===== src/rtl/mem_access_ctrl.sv =====
// Switch-driven memory access controller: debounced write/read buttons start a
// write-with-readback-verify or a plain read, with an ack timeout on every access.
module mem_access_ctrl #(
    parameter int DB_CYCLES      = 500000,
    parameter int TIMEOUT_CYCLES = 255
) (
    input  logic       clk,
    input  logic       rst_n,
    input  logic [3:0] sw_addr,
    input  logic [3:0] sw_data,
    input  logic       btn_wr,
    input  logic       btn_rd,
    output logic       mem_req,
    output logic       mem_we,
    output logic [3:0] mem_addr,
    output logic [3:0] mem_wdata,
    input  logic [3:0] mem_rdata,
    input  logic       mem_ack,
    output logic [3:0] direccion,
    output logic [3:0] datos,
    output logic       write_enable,
    output logic [1:0] resultado
);

    // state | meaning
    // IDLE  | waiting for a press event; display outputs hold last operation
    // WR    | write request outstanding
    // GAP   | one idle cycle between the write ack and the readback request
    // RB    | readback request outstanding, result from data compare
    // RD    | plain read request outstanding
    typedef enum logic [2:0] {IDLE, WR, GAP, RB, RD} state_t;

    localparam int DB_W = $clog2(DB_CYCLES + 1);
    localparam int TO_W = $clog2(TIMEOUT_CYCLES + 1);
    localparam logic [DB_W-1:0] DB_LAST = DB_W'(DB_CYCLES - 1);
    localparam logic [TO_W-1:0] TO_LAST = TO_W'(TIMEOUT_CYCLES - 1);

    localparam logic [1:0] RES_NONE = 2'b00;
    localparam logic [1:0] RES_OK   = 2'b01;
    localparam logic [1:0] RES_FAIL = 2'b10;

    // bit 0 = write button, bit 1 = read button
    logic [1:0]      sync1_q, sync2_q;
    logic [1:0]      db_lvl_q, db_lvl_d;
    logic [1:0]      db_prev_q;
    logic [DB_W-1:0] db_cnt_q [2];
    logic [DB_W-1:0] db_cnt_d [2];
    logic [1:0]      press;

    state_t          state_q, state_d;
    logic            mem_req_q, mem_req_d;
    logic            mem_we_q, mem_we_d;
    logic [3:0]      mem_addr_q, mem_addr_d;
    logic [3:0]      mem_wdata_q, mem_wdata_d;
    logic [3:0]      direccion_q, direccion_d;
    logic [3:0]      datos_q, datos_d;
    logic            write_enable_q, write_enable_d;
    logic [1:0]      resultado_q, resultado_d;
    logic [TO_W-1:0] to_cnt_q, to_cnt_d;
    logic            to_expired;

    always_comb begin
        db_lvl_d = db_lvl_q;
        for (int i = 0; i < 2; i++) begin
            db_cnt_d[i] = '0;
            if (sync2_q[i] != db_lvl_q[i]) begin
                if (db_cnt_q[i] == DB_LAST) begin
                    db_lvl_d[i] = sync2_q[i];
                end else begin
                    db_cnt_d[i] = db_cnt_q[i] + DB_W'(1);
                end
            end
        end
    end

    assign press      = db_lvl_q & ~db_prev_q;
    assign to_expired = (to_cnt_q == TO_LAST);

    always_comb begin
        state_d        = state_q;
        mem_req_d      = mem_req_q;
        mem_we_d       = mem_we_q;
        mem_addr_d     = mem_addr_q;
        mem_wdata_d    = mem_wdata_q;
        direccion_d    = direccion_q;
        datos_d        = datos_q;
        write_enable_d = write_enable_q;
        resultado_d    = resultado_q;
        to_cnt_d       = to_cnt_q;

        case (state_q)
            IDLE: begin
                // write wins when both presses land in the same cycle
                if (press[0] || press[1]) begin
                    state_d        = press[0] ? WR : RD;
                    mem_req_d      = 1'b1;
                    mem_we_d       = press[0];
                    mem_addr_d     = sw_addr;
                    mem_wdata_d    = sw_data;
                    direccion_d    = sw_addr;
                    write_enable_d = press[0];
                    resultado_d    = RES_NONE;
                    to_cnt_d       = '0;
                    if (press[0]) begin
                        datos_d = sw_data;
                    end
                end
            end
            WR: begin
                if (mem_ack) begin
                    state_d   = GAP;
                    mem_req_d = 1'b0;
                    mem_we_d  = 1'b0;
                end else if (to_expired) begin
                    state_d     = IDLE;
                    mem_req_d   = 1'b0;
                    mem_we_d    = 1'b0;
                    resultado_d = RES_FAIL;
                end else begin
                    to_cnt_d = to_cnt_q + TO_W'(1);
                end
            end
            GAP: begin
                state_d   = RB;
                mem_req_d = 1'b1;
                mem_we_d  = 1'b0;
                to_cnt_d  = '0;
            end
            RB: begin
                if (mem_ack) begin
                    state_d     = IDLE;
                    mem_req_d   = 1'b0;
                    resultado_d = (mem_rdata == mem_wdata_q) ? RES_OK : RES_FAIL;
                end else if (to_expired) begin
                    state_d     = IDLE;
                    mem_req_d   = 1'b0;
                    resultado_d = RES_FAIL;
                end else begin
                    to_cnt_d = to_cnt_q + TO_W'(1);
                end
            end
            RD: begin
                if (mem_ack) begin
                    state_d     = IDLE;
                    mem_req_d   = 1'b0;
                    datos_d     = mem_rdata;
                    resultado_d = RES_OK;
                end else if (to_expired) begin
                    state_d     = IDLE;
                    mem_req_d   = 1'b0;
                    resultado_d = RES_FAIL;
                end else begin
                    to_cnt_d = to_cnt_q + TO_W'(1);
                end
            end
            default: begin
                state_d   = IDLE;
                mem_req_d = 1'b0;
                mem_we_d  = 1'b0;
            end
        endcase
    end

    always_ff @(posedge clk or negedge rst_n) begin
        if (!rst_n) begin
            sync1_q        <= '0;
            sync2_q        <= '0;
            db_lvl_q       <= '0;
            db_prev_q      <= '0;
            db_cnt_q[0]    <= '0;
            db_cnt_q[1]    <= '0;
            state_q        <= IDLE;
            mem_req_q      <= 1'b0;
            mem_we_q       <= 1'b0;
            mem_addr_q     <= '0;
            mem_wdata_q    <= '0;
            direccion_q    <= '0;
            datos_q        <= '0;
            write_enable_q <= 1'b0;
            resultado_q    <= RES_NONE;
            to_cnt_q       <= '0;
        end else begin
            sync1_q        <= {btn_rd, btn_wr};
            sync2_q        <= sync1_q;
            db_lvl_q       <= db_lvl_d;
            db_prev_q      <= db_lvl_q;
            db_cnt_q[0]    <= db_cnt_d[0];
            db_cnt_q[1]    <= db_cnt_d[1];
            state_q        <= state_d;
            mem_req_q      <= mem_req_d;
            mem_we_q       <= mem_we_d;
            mem_addr_q     <= mem_addr_d;
            mem_wdata_q    <= mem_wdata_d;
            direccion_q    <= direccion_d;
            datos_q        <= datos_d;
            write_enable_q <= write_enable_d;
            resultado_q    <= resultado_d;
            to_cnt_q       <= to_cnt_d;
        end
    end

    assign mem_req      = mem_req_q;
    assign mem_we       = mem_we_q;
    assign mem_addr     = mem_addr_q;
    assign mem_wdata    = mem_wdata_q;
    assign direccion    = direccion_q;
    assign datos        = datos_q;
    assign write_enable = write_enable_q;
    assign resultado    = resultado_q;

endmodule


===== config.mk =====
export PLATFORM = sky130hd
export DESIGN_NAME = mem_access_ctrl
export DESIGN_NICKNAME = d
export VERILOG_FILES = /design/src/rtl/mem_access_ctrl.sv
export SDC_FILE = /design/constraint.sdc
export NUM_CORES = 1
export LEC_CHECK = 0
export ABC_CLOCK_PERIOD_IN_PS = 1680
export CORE_ASPECT_RATIO = 0.6
export CORE_UTILIZATION = 37
export DETAILED_ROUTE_END_ITERATION = 8
export DONT_BUFFER_PORTS = 1
export PLACE_DENSITY = 0.65
export SYNTH_ARGS = -nofsm -noshare
export SYNTH_HDL_FRONTEND = slang
export SYNTH_SLANG_ARGS = --single-unit

===== constraint.sdc =====
create_clock -name clk -period 1.68 [get_ports clk]
set_clock_uncertainty 0.1 [all_clocks]
set_input_delay 0.336 -clock clk [delete_from_list [all_inputs] [get_ports clk]]
set_output_delay 0.336 -clock clk [all_outputs]
set_load 0.02 [all_outputs]

==> results of run 1 <==
layout make-up:
| class | instances | share of cell area |
|---|---|---|
| repair buffers | 66 | 0.120 |
| inverters | 11 | 0.00876 |
| well taps | 130 | 0.0345 |
| clock inverters | 5 | 0.0119 |
| clock buffers | 10 | 0.0486 |
| multi-input cells | 249 | 0.382 |
| flip-flops and latches | 74 | 0.393 |
state kept, by name, indices dropped and copies added (netlist names):
name,flops
state_q,3
db_prev_q,2
direccion,4
db_lvl_q,2
datos,4
to_cnt_q,8
sync1_q,2
db_cnt_q,38
resultado,2
mem_we,1
write_enable,1
mem_req,1
sync2_q,2
mem_wdata,4
logic make-up (layout without fill, tap and decap cells):
family,count (synthesis),in the layout,share of synthesized area
buf+inv,24,92,0.0319
compound gates,45,45,0.0858
simple gates,147,147,0.205
flops,74,74,0.524
mux,10,10,0.0319
fa+ha+maj,4,4,0.0142
xor+xnor,43,43,0.107
report_power, final:
group	internal (mW)	total, mW	leakage [nW]	switching, mW
Clock	1.14	1.84	0.138	0.704
Combinational	0.483	1.01	0.922	0.527
Sequential	1.90	2.07	0.972	0.173
Total	3.52	4.93	2.03	1.40
cell usage in the layout, fill, tap and decap left out, types with 4 or more instances in the layout:
master     count
nor2_1        37
nand2_1       22
inv_1         11
o21ai_0        5
nand4_1       13
o22ai_1        5
mux2_2        10
nor3_2         4
nor2_4         9
xor2_1        22
a21oi_1        8
clkbuf_16     11
nor2_2         9
dfrtp_1       71
xnor2_1       18
nand3_1       17
and3_1         4
buf_4         58
worst paths after layout:
check / cells past startpoint / slack [ps] / endpoint / from
max: 5 / -100 / to_cnt_q[5] / to_cnt_q[4]
min: 0 / -400 / to_cnt_q[5] / rst_n
max reg2reg: 5 / -100 / to_cnt_q[5] / to_cnt_q[4]
min reg2reg: 0 / 270 / sync2_q[1] / sync1_q[1]
max in group asynchronous: 0 / 1770 / state_q[0] / rst_n
min in group clk: 1 / 50 / mem_wdata[3] / sw_data[3]
metal layers:
metal	GRT usage	vias up	part of all wire
met5	0	-	0
met4	0.0424	0	0.0089
met3	0.0524	9	0.057
met2	0.254	86	0.44
met1	0.243	1365	0.49
li1	-	1326	-
worst reg2reg max path, delay by kind of cell (launching register included):
| kind | cells | cell delay, ps |
|---|---|---|
| AND/OR/NAND/NOR | 2 | 630 |
| AO/OA/AOI/OAI | 3 | 620 |
| flip-flops | 1 | 370 |
repair_timing:
action                                 4_1_cts  5_1_grt
buffers inserted                             3        7
setup endpoints to repair                   28       44
pin swaps                                    6       26
endpoints found under the hold margin       76       74
gates cloned                                 0        3
resized for setup                            8       53
==> summary.md, run 1 <==
| Metric | Value |
|---|---|
| Status | `finished, violations left` |
| Failing checks | `hold timing, setup timing` |
| Synth Area per Inst | `10.2 um2` |
| CP max stage delay | `430 ps` |
| Fill cell count | `826` |
| HP Class | `in2async` |
| Number of synthesized flops with an enable pin | `0` |
| Most common library cells after synthesis | `74 x dfrtp_1, 55 x nor2_1, 25 x xor2_1` |
| Max_cap viols | `0` |
| Initial DRC Count | `161` |
| Sink Count | `74` |
| Htree depth | `3` |
| CP max-delay cell | `or4_4` |
| PortBufs | `0` |
| Overall power | `4.93 mW` |
| Total CTS buffers | `9` |
| Final Max Tran Viols | `0` |
| Cells after Synth | `347` |
| Post-place setup slack | `-178 ps` |
| CTS tree | `built` |
| Root Buffer | `clkbuf_16` |
| Setup TNS | `-460 ps` |
| Reg clk slew, reported paths | `60 ps` |
| Sequential cell area fraction in the yosys report | `0.524` |
| Gpl congestion | `0.822` |
| Post-Place Cells | `515` |
| Share of layout cells above drive strength 1 | `0.347` |
| Worst path top cell family by delay | `simple AND/OR/NAND/NOR gates` |
| Crit Path Max Fanout | `6` |
| Worst-case clock buffer depth | `2` |
| #FFs+latches synth | `74` |
| Via/cell ratio | `5.11` |
| Asr flop ratio synth | `1.00` |
| Pwr per Cell Area | `1040 nW/um2` |
| Post-route DRC | `0` |
| Max VDD drop | `0.000718 V` |
| Routed len/inst | `14.9 um` |
| Die height | `77.7 um` |
| Area Growth Syn to Fin | `33.6%` |
| Ports | `38` |
| Setup violators final | `14` |
| CP Class | `reg2reg` |
| Fin crit share | `1.06` |
| Critical path endpoint category | `flop` |
| Area post-placement | `4040 um2` |
| Post-DP HPWL | `5.36 mm` |
| Synth area leader | `dfrtp_1` |
| Top cells by area, synth | `dfrtp_1 52%, xor2_1 6.2%, nor2_1 5.8%, xnor2_1 4.5%, mux2_2 3.2%` |
| Worst-Margin Slew | `396 ps` |
| Core area | `9220 um2` |
| Largest net degree at the start of global routing | `75` |
| Nets@finish | `432` |
| Post-Layout Inst Area | `4720 um2` |
| Synth top area share | `0.524` |
| Final Critical Period | `1780 ps` |
| Vias | `2786` |
| Chip Width | `128 um` |
| Slew headroom | `0.736` |
| Std-Cell Rows | `27` |
| Leak Pwr | `2.03 nW` |
| Crit path cell chain | `and4_4 > a41o_1 > a21o_1 > or4_4 > a21oi_2` |
| Max Fclk | `0.561 GHz` |
| First-pass GRT wire length | `13.2 mm` |
| Worst hold slack | `-402 ps` |
| Ant diodes | `0` |
| CP Launch Type | `flop` |
| Initial antenna violation count | `0` |
| Clock Latency Late Sink | `330 ps` |
| CTS Hold Buffers Added | `2` |
| Yosys synthesis warning count | `0` |
| Synth cell types | `47` |
| Worst path arrival time | `1940 ps` |
| Cell with the most instances after synthesis | `dfrtp_1` |
| Final non-filler cell total | `545` |
| Syn Nets | `368` |
| Vias in the first global route | `2700` |
| Die area | `9950 um2` |
| Post-Syn Area | `3530 um2` |
| Crit path buf inv count | `0` |
| Antenna viol nets, final | `0` |
| RSZ-0062 raised after global routing | `yes` |
| GRT Util Overall | `0.171` |
| GRT overflow | `0` |
| CP required | `1840 ps` |
| Flip-flop and latch area | `1860 um2` |
| Setup ws final | `-102 ps` |
| Most used flip-flop cell after synthesis | `dfrtp_1` |
| Area of the multi-input gates | `1800 um2` |
| Final Util | `0.511` |
| Final Hold Vio Count | `74` |
| Final WL | `8.13 mm` |
| Router iterations before antenna repair | `4` |
| Effective utilization at floorplan | `0.383` |
(Power assumes the default switching activity.)
==> inputs of run 2 (changes only) <==
--- a/config.mk
+++ b/config.mk
@@ -5,12 +5,14 @@
 export SDC_FILE = /design/constraint.sdc
 export NUM_CORES = 1
 export LEC_CHECK = 0
-export ABC_CLOCK_PERIOD_IN_PS = 1680
+export ABC_CLOCK_PERIOD_IN_PS = 2200
 export CORE_ASPECT_RATIO = 0.6
 export CORE_UTILIZATION = 37
 export DETAILED_ROUTE_END_ITERATION = 8
 export DONT_BUFFER_PORTS = 1
-export PLACE_DENSITY = 0.65
+export PLACE_DENSITY = 0.63
+export RECOVER_POWER = 100
+export SETUP_SLACK_MARGIN = 0.5
 export SYNTH_ARGS = -nofsm -noshare
 export SYNTH_HDL_FRONTEND = slang
 export SYNTH_SLANG_ARGS = --single-unit
==> constraint.sdc (replaced) <==
create_clock -name clk -period 2.2 [get_ports clk]
set_clock_uncertainty 0.1 [all_clocks]
set_input_delay 0.44 -clock clk [delete_from_list [all_inputs] [get_ports clk]]
set_output_delay 0.44 -clock clk [all_outputs]
set_load 0.02 [all_outputs]
==> summary.md, run 2 (synthesized netlist as in run 1, its figures left out) <==
| Metric | Value |
|---|---|
| Setup ws final | `242 ps` |
| CP Launch Type | `flop` |
| Final WL | `7.66 mm` |
| Die height | `77.7 um` |
| Final Max Tran Viols | `0` |
| Clock Latency Late Sink | `330 ps` |
| Chip Width | `128 um` |
| Biggest register | `db_cnt_q` |
| FF-to-FF path depth | `5` |
| Routed len/inst | `15.1 um` |
| Die area | `9950 um2` |
| GRT overflow | `0` |
| Leak Pwr | `1.84 nW` |
| RSZ-0062 raised after global routing | `yes` |
| Post-place setup slack | `288 ps` |
| Worst path arrival time | `2120 ps` |
| Pwr per Cell Area | `892 nW/um2` |
| Vias in the first global route | `2626` |
| Slew headroom | `0.718` |
| Initial antenna violation count | `0` |
| Crit path cell chain | `or3_1 > o311ai_4 > a21oi_1 > a21bo_2 > a21oi_1` |
| Vias | `2610` |
| Setup TNS | `0 ps` |
| Router iterations before antenna repair | `4` |
| Initial DRC Count | `110` |
| CTS tree | `built` |
| Total CTS buffers | `9` |
| Commonest non-fill, non-tap cell in the layout | `dfrtp_1` |
| Fill cell count | `843` |
| Setup violators final | `0` |
| Flip-flop and latch area | `1860 um2` |
| CP Class | `reg2reg` |
| Critical path endpoint category | `flop` |
| Max reg flops | `38` |
| Crit path from | `state_q[0]` |
| Overall power | `3.84 mW` |
| Reg clk slew, reported paths | `60 ps` |
| Worst reg2reg path startpoint | `state_q[0]` |
| PortBufs | `0` |
| Largest net degree at the start of global routing | `75` |
| Worst-case clock buffer depth | `2` |
| Ports | `38` |
| Worst R2R Setup Slack | `240 ps` |
| Std-Cell Rows | `27` |
| Final Critical Period | `1960 ps` |
| Crit. path cell count | `5` |
| RR Endpoint | `to_cnt_q[6]` |
| Fin crit share | `0.890` |
| Largest regs | `db_cnt_q x38, to_cnt_q x8` |
| Status | `finished, violations left` |
| Gpl congestion | `0.793` |
| Share of layout cells above drive strength 1 | `0.210` |
| Root Buffer | `clkbuf_16` |
| Nets@finish | `393` |
| Failing checks | `hold timing` |
| Final Util | `0.467` |
| Ant diodes | `0` |
| Area of the multi-input gates | `1750 um2` |
| Max VDD drop | `0.000513 V` |
| Htree depth | `3` |
| Crit path top cell by count | `a21oi_1` |
| Max Fclk | `0.511 GHz` |
| Critical path capture point | `to_cnt_q[6]` |
| Effective utilization at floorplan | `0.383` |
| GRT Util Overall | `0.168` |
| CP required | `2360 ps` |
| Via/cell ratio | `5.15` |
| First-pass GRT wire length | `12.7 mm` |
| Crit Path Max Fanout | `5` |
| CP max-delay cell | `or3_1` |
| Crit path buf inv count | `0` |
| Leading cell types in the layout, fill and taps excluded | `68 x dfrtp_1, 54 x nor2_1, 25 x xor2_1` |
| Worst path top cell family by delay | `compound AO/OA/AOI/OAI gates` |
| HP Class | `in2async` |
| CP max stage delay | `490 ps` |
| Antenna viol nets, final | `0` |
| Max_cap viols | `0` |
| Core area | `9220 um2` |
| Final Hold Vio Count | `74` |
| Worst hold slack | `-303 ps` |
| Post-DP HPWL | `4.74 mm` |
| Area Growth Syn to Fin | `22.1%` |
| Worst-Margin Slew | `423 ps` |
| Post-route DRC | `0` |
| Sink Count | `74` |
## run 2: cell count changes in the layout (fill, tap and decap cells not counted), moves of 4 or more
cell	previous run	this run
nor3_2	4	0
nor2_4	9	1
nor2_1	37	54
nor2_2	9	0
buf_4	58	21
## run 2: repair_timing
action                                  4_1_cts  5_1_grt
pin swaps                                     6       16
endpoints found under the hold margin        74       74
setup buffers                                 7        9
gates cloned                                  1        3
resized for setup                            21       33
endpoints found under the setup margin       55       53
## run 2: final cells by class
class                      instances  area share
timing repair buffer              23      0.0392
sequential                        74       0.431
inverter                          11     0.00958
multi-input combinational        253       0.406
clock buffer                      10      0.0554
tap                              130      0.0377
clock inverter                     6      0.0209
## run 2: metrics by stage
stage / instance area, um2 / cells / hold WS (ps)
5_1_grt: 4310 / 507 / -324
2_1_floorplan: 3540 / 347 / 44.4
3_5_place_dp: 3680 / 471 / 47.4
6_report: 4310 / 507 / -303
3_3_place_gp: 3680 / 471 / 47.4
4_1_cts: 4170 / 495 / -317
## run 2: worst min path at each step
| stage | from | slack [ps] | endpoint | depth (start not counted) |
|---|---|---|---|---|
| after floorplan | rst_n | 40 | datos[0] | 0 |
| after global routing | rst_n | -320 | to_cnt_q[7] | 0 |
| after global placement | rst_n | 50 | to_cnt_q[7] | 0 |
| final | rst_n | -300 | to_cnt_q[6] | 0 |
| after detailed placement | rst_n | 50 | to_cnt_q[7] | 0 |
| after CTS | rst_n | -320 | to_cnt_q[0] | 0 |
## run 2: layer usage
metal	up-vias	share of wire	GRT usage
li1	1250	-	-
met3	10	0.064	0.0669
met4	0	0.012	0.0659
met1	1278	0.50	0.229
met5	-	0	0
met2	72	0.42	0.236
## run 2: where the power goes
group          total, mW  internal, mW  switching, mW
clock               1.59          1.02          0.563
combinational      0.667         0.293          0.374
sequential          1.59          1.45          0.139
